**src/rtl/instr_loader_pkg.sv**
```systemverilog
// rtl/instr_loader_pkg.sv - shared definitions for the instruction loader and control decoder
package instr_loader_pkg;

  localparam int INSTR_W = 9;
  localparam logic [INSTR_W-1:0] ACK_INSTR = 9'b10_1111_111;

  localparam int ACC_W = 16;
  localparam int CNT_W = 5;

  typedef enum logic [1:0] {
    IDLE,
    LOAD,
    DONE,
    ERR
  } loader_state_t;

endpackage

```
**src/rtl/instr_loader_bit_packer.sv**
```systemverilog
// rtl/instr_loader_bit_packer.sv - LSB-first byte-to-word bit accumulator
module instr_loader_bit_packer
  import instr_loader_pkg::*;
(
  input  logic               clk,
  input  logic               rst_n,
  input  logic               clear,
  input  logic               accept,
  input  logic               drain,
  input  logic [7:0]         data,
  output logic [INSTR_W-1:0] word,
  output logic               full
);

  localparam logic [CNT_W-1:0] WORD_BITS = CNT_W'(INSTR_W);
  localparam logic [CNT_W-1:0] BYTE_BITS = CNT_W'(8);

  logic [ACC_W-1:0] acc;
  logic [CNT_W-1:0] cnt;

  assign word = acc[INSTR_W-1:0];
  assign full = (cnt >= WORD_BITS);

  // accept only happens with cnt <= 8, so the shifted byte always fits in 16 bits
  always_ff @(posedge clk or negedge rst_n) begin
    if (!rst_n) begin
      acc <= '0;
      cnt <= '0;
    end else if (clear) begin
      acc <= '0;
      cnt <= '0;
    end else if (accept) begin
      acc <= acc | ({{(ACC_W-8){1'b0}}, data} << cnt);
      cnt <= cnt + BYTE_BITS;
    end else if (drain) begin
      acc <= acc >> INSTR_W;
      cnt <= cnt - WORD_BITS;
    end
  end

endmodule

```
**src/rtl/instr_loader.sv**
```systemverilog
// rtl/instr_loader.sv - packs a byte stream into 9-bit words and writes them to instruction memory
module instr_loader
  import instr_loader_pkg::*;
#(
  parameter int ADDR_W = 10
) (
  input  logic               Clk,
  input  logic               Reset_n,
  input  logic               Start,
  input  logic [7:0]         InData,
  input  logic               InValid,
  output logic               InReady,
  output logic               InstrWrEn,
  output logic [ADDR_W-1:0]  InstrWrAddr,
  output logic [INSTR_W-1:0] InstrWrData,
  output logic               Busy,
  output logic               Done,
  output logic               Err,
  output logic [ADDR_W:0]    WordCount
);

  localparam logic [ADDR_W-1:0] ADDR_MAX = '1;

  loader_state_t     state, next_state;
  logic [ADDR_W-1:0] addr;
  logic [ADDR_W:0]   wc;
  logic [INSTR_W-1:0] word;
  logic              full;
  logic              ready;
  logic              wr_en;
  logic              accept;

  instr_loader_bit_packer u_packer (
    .clk    (Clk),
    .rst_n  (Reset_n),
    .clear  (Start),
    .accept (accept),
    .drain  (wr_en),
    .data   (InData),
    .word   (word),
    .full   (full)
  );

  always_ff @(posedge Clk or negedge Reset_n) begin
    if (!Reset_n) state <= IDLE;
    else          state <= next_state;
  end

  // Start overrides everything, including a write that would otherwise be due
  always_comb begin
    next_state = state;
    ready      = 1'b0;
    wr_en      = 1'b0;
    if (state == LOAD) begin
      ready = !full;
      wr_en = full && !Start;
      if (wr_en) begin
        if (word == ACK_INSTR)     next_state = DONE;
        else if (addr == ADDR_MAX) next_state = ERR;
      end
    end
    if (Start) next_state = LOAD;
  end

  assign accept = InValid && ready;

  always_ff @(posedge Clk or negedge Reset_n) begin
    if (!Reset_n) begin
      addr <= '0;
      wc   <= '0;
    end else if (Start) begin
      addr <= '0;
      wc   <= '0;
    end else if (wr_en) begin
      addr <= addr + 1'b1;
      wc   <= wc + 1'b1;
    end
  end

  assign InReady     = ready;
  assign InstrWrEn   = wr_en;
  assign InstrWrAddr = addr;
  assign InstrWrData = word;
  assign Busy        = (state == LOAD);
  assign Done        = (state == DONE);
  assign Err         = (state == ERR);
  assign WordCount   = wc;

endmodule

```
**config.mk**
```make
export PLATFORM = sky130hd
export DESIGN_NAME = instr_loader
export DESIGN_NICKNAME = d
export VERILOG_FILES = /design/src/rtl/instr_loader_pkg.sv /design/src/rtl/instr_loader_bit_packer.sv /design/src/rtl/instr_loader.sv
export SDC_FILE = /design/constraint.sdc
export NUM_CORES = 1
export LEC_CHECK = 0
export BUFFER_PORTS_ARGS = -buffer_cell sky130_fd_sc_hd__buf_2
export CORE_AREA = 4 4 74 90
export CTS_BUF_LIST = sky130_fd_sc_hd__clkbuf_4 sky130_fd_sc_hd__clkbuf_8
export DETAILED_ROUTE_END_ITERATION = 10
export DIE_AREA = 0 0 78 94
export GPL_TIMING_DRIVEN = 0
export MAX_ROUTING_LAYER = met4
export PLACE_DENSITY = 0.78
export SYNTH_ARGS = -nofsm -noshare
export SYNTH_HDL_FRONTEND = slang
export SYNTH_SLANG_ARGS = --single-unit
```
**constraint.sdc**
```tcl
create_clock -name Clk -period 6.7 [get_ports Clk]
set_input_delay 1.34 -clock Clk [delete_from_list [all_inputs] [get_ports Clk]]
set_output_delay 1.34 -clock Clk [all_outputs]
set_load 0.02 [all_outputs]
```
[Word level (Yosys, flattened, before mapping)]
Cells that the tools add are included.
Operators by class
  add/sub/neg operators: 4
  order comparisons: 1
  eq/ne operators: 5
  shifts and indexed selects: 1
  multiplexer cells: 17
  bitwise logic cells: 1
  reduce and logical (&&, ||, !) cells: 10
Operator list (count)
  two-way mux 16 bit: 3
  two-way mux 11 bit: 2
  two-way mux 10 bit: 2
  bitwise OR 16 bit: 1
  << shifter 8 x 5 -> 16 bit: 1
  two-way mux 5 bit: 3
  adder 11 x 1 -> 11 bit (second input constant): 1
  adder 10 x 1 -> 10 bit (second input constant): 1
  == test 10 bit (second input constant): 1
  two-way mux 2 bit: 5
  == test 9 bit (second input constant): 1
  nonzero test 2 bit: 3
  nonzero test 3 bit: 2
  adder 5 x 4 -> 5 bit (second input constant): 1
  greater-or-equal comparator 5 x 4 -> 1 bit (second input constant): 1
  subtractor 5 x 4 -> 5 bit (second input constant): 1
  == test 2 bit (second input constant): 2
  AND reduction 3 bit: 1
  == test 2 x 1 -> 1 bit (second input constant): 1
  logical AND 1 bit: 2
  zero test 1 bit: 2
  two-way mux 1 bit: 2
Word-level totals
  flip-flop bits (word level): 44

[Logic depth before layout (Yosys ltp)]
Gate-level depths: netlist (run 1).
  depth after elaboration: 6
  depth in mapped cells: 11
  depth with buffers taken out: 6

[Modules after synthesis]
A second synthesis (run 1) with hierarchy kept.
Unflattened totals
  cell total of the unflattened synthesis: 277
  area, all modules: 2681.3 um^2
By module, submodules not included
  instr_loader_bit_packer: times used 1, cells each 157, area each 1502.7 um^2, seq. area each 525.5 um^2
  instr_loader: times used 1, cells each 120, area each 1178.6 um^2, seq. area each 575.6 um^2

[Least setup slack after synthesis (run 1)]
Ideal clock, no wire load.
  path type: register to output
  start point: register u_packer.cnt[1]
  end point: output InReady
  arrival: 2005 ps
  required time: 5360 ps
  path slack: 3355 ps
  stages on the path, launching flop included: 9
  buffers on the path: 3
  cells stage by stage: dfrtp_1 -> buf_2 -> buf_2 -> inv_1 -> ha_1 -> and3b_1 -> buf_4 -> or3_4 -> nor2_1
Between the ends
  word-level cells in the longest chain between the ends: 3
RTL lines
  from (decl): RTL line instr_loader_bit_packer.sv:19  | logic [CNT_W-1:0] cnt;
  from (signal assigned): RTL line instr_loader_bit_packer.sv:34  | cnt <= cnt + BYTE_BITS;
  from (signal assigned): RTL line instr_loader_bit_packer.sv:37  | cnt <= cnt - WORD_BITS;
  greater-or-equal comparator 5 x 4 -> 1 bit: RTL line instr_loader_bit_packer.sv:22  | assign full = (cnt >= WORD_BITS);
  zero test 1 bit: RTL line instr_loader.sv:55  | ready = !full;
  two-way mux 1 bit: RTL line instr_loader.sv:54  | if (state == LOAD) begin
  to (decl): RTL line instr_loader.sv:12  | output logic InReady,
No other way between the ends.

[Worst setup path after layout (run 1)]
  start point: register u_packer.cnt[1]
  end point: output InstrWrEn
Between the ends
  word-level cells in the longest chain between the ends: 3
RTL lines
  greater-or-equal comparator 5 x 4 -> 1 bit: RTL line instr_loader_bit_packer.sv:22
  logical AND 1 bit: RTL line instr_loader.sv:56  | wr_en = full && !Start;
  two-way mux 1 bit: RTL line instr_loader.sv:54
  to (decl): RTL line instr_loader.sv:13  | output logic InstrWrEn,
No other way between the ends.

==> results of run 1 <==
state kept, by name (all words and copies together) (netlist names):
register / count
WordCount: 11
InstrWrAddr: 10
state: 2
u_packer.cnt: 5
u_packer.acc: 16
layer usage:
metal  GRT usage  up-vias
met5           -        -
met4      0.0700        0
li1            -     1190
met1       0.239     1219
met2       0.374       76
met3      0.0288       10
logic make-up (layout without fill, tap and decap cells):
group	Yosys count	after routing	synth area share
buf+inv	33	86	0.0679
flops	44	44	0.391
fa+ha+maj	5	5	0.0222
compound gates	78	78	0.203
simple gates	104	104	0.212
xor+xnor	5	5	0.0155
mux	19	19	0.0888
cell usage after synthesis, drive strengths merged, types with 3 or more instances:
master,n
dfrtp,44
nor2,22
a21oi,21
buf,19
nand2,13
nor3,13
o21ai,13
or3,10
mux2,8
o31ai,8
or4,8
clkbuf,7
inv,7
mux2i,7
nand3,6
nand4,6
nor2b,6
a211oi,5
a221o,5
a22o,5
ha,5
mux4,4
nor4,4
a311oi,3
and3b,3
nand3b,3
xnor2,3
path summary, 6_finish.rpt:
kind	from	end	slack (ns)
max in group asynchronous	Reset_n	u_packer.acc[2]	4.88
worst min register to register	u_packer.acc[10]	u_packer.acc[10]	0.52
worst min-delay path	u_packer.acc[10]	u_packer.acc[10]	0.52
worst max register to register	u_packer.cnt[1]	u_packer.acc[12]	3.98
worst max-delay path	u_packer.cnt[1]	InstrWrEn	2.64
min in group asynchronous	Reset_n	InstrWrAddr[7]	1.21
per-stage QoR:
stage | power [mW] | cells | hold WS [ns] | utilization | setup WS (ns)
final | 1.03 | 423 | 0.523 | 0.552 | 2.64
after global routing | 1.10 | 423 | 0.541 | 0.552 | 2.52
after CTS | 1.03 | 423 | 0.524 | 0.552 | 2.67
after detailed placement | 0.870 | 416 | 0.507 | 0.538 | 3.00
after global placement | 0.860 | 416 | 0.489 | 0.538 | 3.01
after floorplan | 0.739 | 288 | 0.474 | - | 3.35
power groups by stage:
stage | Combinational (mW) | Clock [mW] | Sequential, mW
floorplan | 0.389 | 0 | 0.350
global placement | 0.506 | 0 | 0.353
detailed placement | 0.516 | 0 | 0.354
CTS | 0.518 | 0.165 | 0.349
global route | 0.568 | 0.175 | 0.356
finish | 0.520 | 0.161 | 0.350
layout make-up:
cell class,count,area share
Timing Repair Buffer,46,0.0712
Clock inverter,1,0.00155
Clock buffer,6,0.0236
Tap cell,82,0.0317
Inverter,7,0.00813
Buffer,26,0.0511
Multi-Input combinational cell,211,0.472
Sequential cell,44,0.341
critical path, cell delays in order, from the launching register on:
cell and delay (ns):
dfrtp_1 0.44, buf_2 0.27, buf_2 0.25, inv_1 0.14, ha_1 0.20, and3b_1 0.15, buf_4 0.16, o31ai_4 0.38
buf_6 0.21, nor2_1 0.06, buf_2 0.16
==> metrics, run 1 <==
Int Power 0.606 mW; area of the multi-input gates 1530 um2; fill count 538; Post-CTS Setup Bufs 0; H-tree depth 2; most common cell after layout, fill and taps aside buf_2; sequential area share after synthesis 0.391; # rows 31; commonest cells after routing, fill and taps aside 52 x buf_2, 44 x dfrtp_1, 22 x nor2_1; fraction of registers with async set/reset 1.00; drt wl/cell 16.8 um; total CTS buffers 5; Synth Area per Inst 9.78 um2; highest clock rate 246 MHz; Combinational Power Share 0.504; share of cells above drive strength 1 0.282; die width 78 um; Synth cell types 56; max-slew violations 0; status finished, final reports clean; Clock Sinks 44; initial antenna violation count 0; Placed Area 3150 um2; ant diodes 0; Ports 47; Detail Placement HPWL 5300 um; Fin Setup TNS 0 ns; P_leak 1.41 nW; CP Class reg2out; WL final 7100 um; Iter 0 DRT Violations 127; Final min period 4.06 ns; class of the worst hold path reg2reg; DRT antenna net count 0; Setup crit end kind output port; net switching power figure 0.425 mW; Tcrit/Tclk final 0.607; Die Ht 94 um; power share of the sequential group 0.339; die area 7330 um2; Vias 2,495; clock share of power 0.156; Clk pin slew, worst setup/hold paths 0.08 ns; ranking of synthesized cells by area dfrtp_1 39%, a21oi_1 3.7%, mux2_2 3.2%; DRT met1 WL 3020 um; ys flop type dfrtp_1; Critical Path AT 2.72 ns; post-CTS sizing 0; DR vias/cell 5.90; post-route cell area 3230 um2; Max-cap violations 0; fin nets 358; power per cell area 319 nW/um2; sw frac 0.412; final RePlAce weighted congestion 0.926; Yosys reg bits 44; Root Driver clkbuf_8; Hold Fails Final Rpt 0; core area 5860 um2; Crit Path Max Fanout 10; Mapped Nets 305; Synth Cell Area 2820 um2; first-pass GRT wire length 11,900 um; worst r2r path cells 9; Setup Skew 0.00280 ns; pin count of the biggest net entering global routing 45; actual slew at the worst max-slew pin 0.994 ns; max layer used met4; Hold Crit Depth 1; vias in the first global route 2,450; Yosys Warn Count 0; Starting Density 0.481; area leader, netlist dfrtp_1; EDFF count, synth 0; drc violations 0; DRT Pass-1 Iters 4; Peak VDD IR 0.000180 V; Buffers on Ports 46; global route total overflow 0; Met3 Wirelength 347 um; Syn Inst Count 288; clock tree buffer depth 2; Clk Latency, worst-skew pair 0.29 ns; Post-CTS Hold Buffers 0; Routed met2 length 3610 um; RSZ-0062 raised after global routing false; post-synth top area share 0.391; CTS tree yes; Critical Path RT 5.36 ns; Total GRT Usage 0.208; crit path launch type register; register area 1100 um2; Layout area overhead 14.7%; Worst slew margin 0.337; final setup vio count 0
Power figures use the tool's default switching activity.
==> run 2: changes to the inputs <==
--- a/config.mk
+++ b/config.mk
@@ -12,7 +12,7 @@
 export DIE_AREA = 0 0 78 94
 export GPL_TIMING_DRIVEN = 0
 export MAX_ROUTING_LAYER = met4
-export PLACE_DENSITY = 0.78
+export PLACE_DENSITY = 0.81
 export SYNTH_ARGS = -nofsm -noshare
 export SYNTH_HDL_FRONTEND = slang
 export SYNTH_SLANG_ARGS = --single-unit
==> constraint.sdc (replaced) <==
create_clock -name Clk -period 3.6 [get_ports Clk]
set_input_delay 0.72 -clock Clk [delete_from_list [all_inputs] [get_ports Clk]]
set_output_delay 0.72 -clock Clk [all_outputs]
set_load 0.02 [all_outputs]
==> run 2 against run 1 <==
Wire length grew 1.1%; critical path depth is the same; clock skew increased by 0.0016 ns; sequential share of layout area decreased by 0.31 points; largest power group unchanged.
==> metrics, run 2 (synthesis gave the netlist of run 1 again) <==
power share of the sequential group 0.335 (-0.004); Iter 0 DRT Violations 147 (+16%); CTS tree yes; CP Class reg2out; fin nets 362 (+1.1%); RSZ-0062 raised after global routing false; clock share of power 0.155 (about the same); actual slew at the worst max-slew pin 0.983 ns (-0.0113 ns); class of the worst hold path reg2reg; total CTS buffers 5 (unchanged); Max-cap violations 0 (unchanged); Clk pin slew, worst setup/hold paths 0.08 ns (about the same); Clock Sinks 44 (unchanged); pre-CTS setup slack 0.486 ns (-2.52 ns); commonest cells after routing, fill and taps aside 52 x buf_2, 44 x dfrtp_1, 22 x nor2_1; post-route cell area 3260 um2 (+0.93%); DR vias/cell 5.97 (+1.2%); Die Ht 94 um (unchanged); # rows 31 (unchanged); ant diodes 0 (unchanged); die width 78 um (unchanged); WHS 0.518 ns (-0.00530 ns); Starting Density 0.481 (unchanged); Peak VDD IR 0.000284 V (+57%); Setup Skew 0.00445 ns (+0.00165 ns); Fin Setup TNS 0 ns (unchanged); sw frac 0.409 (-0.00338); Detail Placement HPWL 5260 um (-0.77%); Critical Path AT 2.68 ns (-0.04 ns); dpl cells 416 (unchanged); vias in the first global route 2,582 (+5.4%); Crit Path Max Fanout 10 (unchanged); setup ws final 0.198 ns (-2.44 ns); final RePlAce weighted congestion 0.901 (-2.7%); highest clock rate 294 MHz; Vias 2,548 (+2.1%); Tcrit/Tclk final 0.945; power per cell area 599 nW/um2 (+88%); Post-CTS Hold Buffers 0 (unchanged); Ports 47 (unchanged); Layout area overhead 15.8%; first-pass GRT wire length 12,200 um (+3.0%); H-tree depth 2 (unchanged); Critical Path RT 2.88 ns (-2.48 ns); DRT Pass-1 Iters 4 (unchanged); Clk Latency, worst-skew pair 0.30 ns (about the same); Combinational Power Share 0.510 (+0.006); Final Non-Filler Cells 427 (+0.95%); DRT antenna net count 0 (unchanged); final setup vio count 0 (unchanged); fill count 527 (-2.0%); Largest Register u_packer.acc; Root Driver clkbuf_8; Worst slew margin 0.345 (+0.00756); max reg flops 16 (unchanged); Int Power 1.16 mW (+91%); status finished, final reports clean; Final min period 3.40 ns; max-slew violations 0 (unchanged); Hold Crit Depth 1 (unchanged); Hold Fails Final Rpt 0 (unchanged); Buffers on Ports 46 (unchanged); initial antenna violation count 0 (unchanged); global route total overflow 0 (unchanged); register area 1100 um2 (unchanged); Placed Area 3150 um2 (unchanged); worst r2r path cells 7 (-2); core area 5860 um2 (unchanged); P_leak 1.43 nW (+1.3%); net switching power figure 0.799 mW (+88%); Setup crit end kind output port; share of cells above drive strength 1 0.290 (+0.00833); die area 7330 um2 (unchanged); drc violations 0 (unchanged); reg-to-reg slack, setup 0.93 ns (-3.05 ns); pin count of the biggest net entering global routing 45 (unchanged); WL final 7180 um (+1.1%); drt wl/cell 16.8 um (+0.12%); area of the multi-input gates 1530 um2 (unchanged); crit path launch type register; most common cell after layout, fill and taps aside buf_2; Total GRT Usage 0.210 (+0.00157); clock tree buffer depth 2 (unchanged)
[run 2: cell count changes in the layout (fill, tap and decap cells not counted)]
cell   change
buf_4      +4
[run 2: critical path, stage by stage, from the launching register on]
cell and delay [ns]:
dfrtp_1 0.45, buf_2 0.27, buf_2 0.25, inv_1 0.13
ha_1 0.20, and3b_1 0.16, buf_4 0.17, o31ai_4 0.34
buf_6 0.20, nor2_1 0.06, buf_2 0.16
[run 2: worst paths after layout]
check                           startpoint         endpoint
max                        u_packer.cnt[1]        InstrWrEn
min                        u_packer.acc[9]  u_packer.acc[9]
max reg2reg                u_packer.cnt[4]  u_packer.acc[4]
min reg2reg                u_packer.acc[9]  u_packer.acc[9]
max in group asynchronous          Reset_n  u_packer.acc[3]
min in group asynchronous          Reset_n   InstrWrAddr[7]
[run 2: routing by layer]
layer  vias up  share of wire  global-route usage
li1       1196              -                   -
met1      1254           0.42               0.245
met2        83           0.50               0.369
met3        15          0.058              0.0374
met4         0          0.017              0.0656
met5         -              0                   -
[run 2: timing repair]
action	4_1_cts	5_1_grt
setup buffers	0	4
gates resized for setup	0	0
hold endpoints to repair	0	0
setup endpoints to repair	0	1
[run 2: power by group through the flow]
| stage | registers, mW | logic [mW] | clock network, mW |
|---|---|---|---|
| global placement | 0.657 | 0.940 | 0 |
| finish | 0.654 | 0.997 | 0.304 |
| detailed placement | 0.661 | 0.957 | 0 |
| global route | 0.662 | 1.10 | 0.325 |
| floorplan | 0.651 | 0.724 | 0 |
| CTS | 0.652 | 0.962 | 0.306 |
[run 2: area by class of cell]
type	instances	area share
plain buffers	26	0.0506
well taps	82	0.0315
repair buffers	50	0.0798
flip-flops and latches	44	0.338
clock inverters	1	0.00153
inverters	7	0.00806
multi-input cells	211	0.468
clock buffers	6	0.0234
[run 2: per-stage QoR]
stage          utilization  total power, mW
2_1_floorplan            -             1.38
3_3_place_gp         0.538             1.60
3_5_place_dp         0.538             1.62
4_1_cts              0.552             1.92
5_1_grt              0.557             2.09
6_report             0.557             1.95
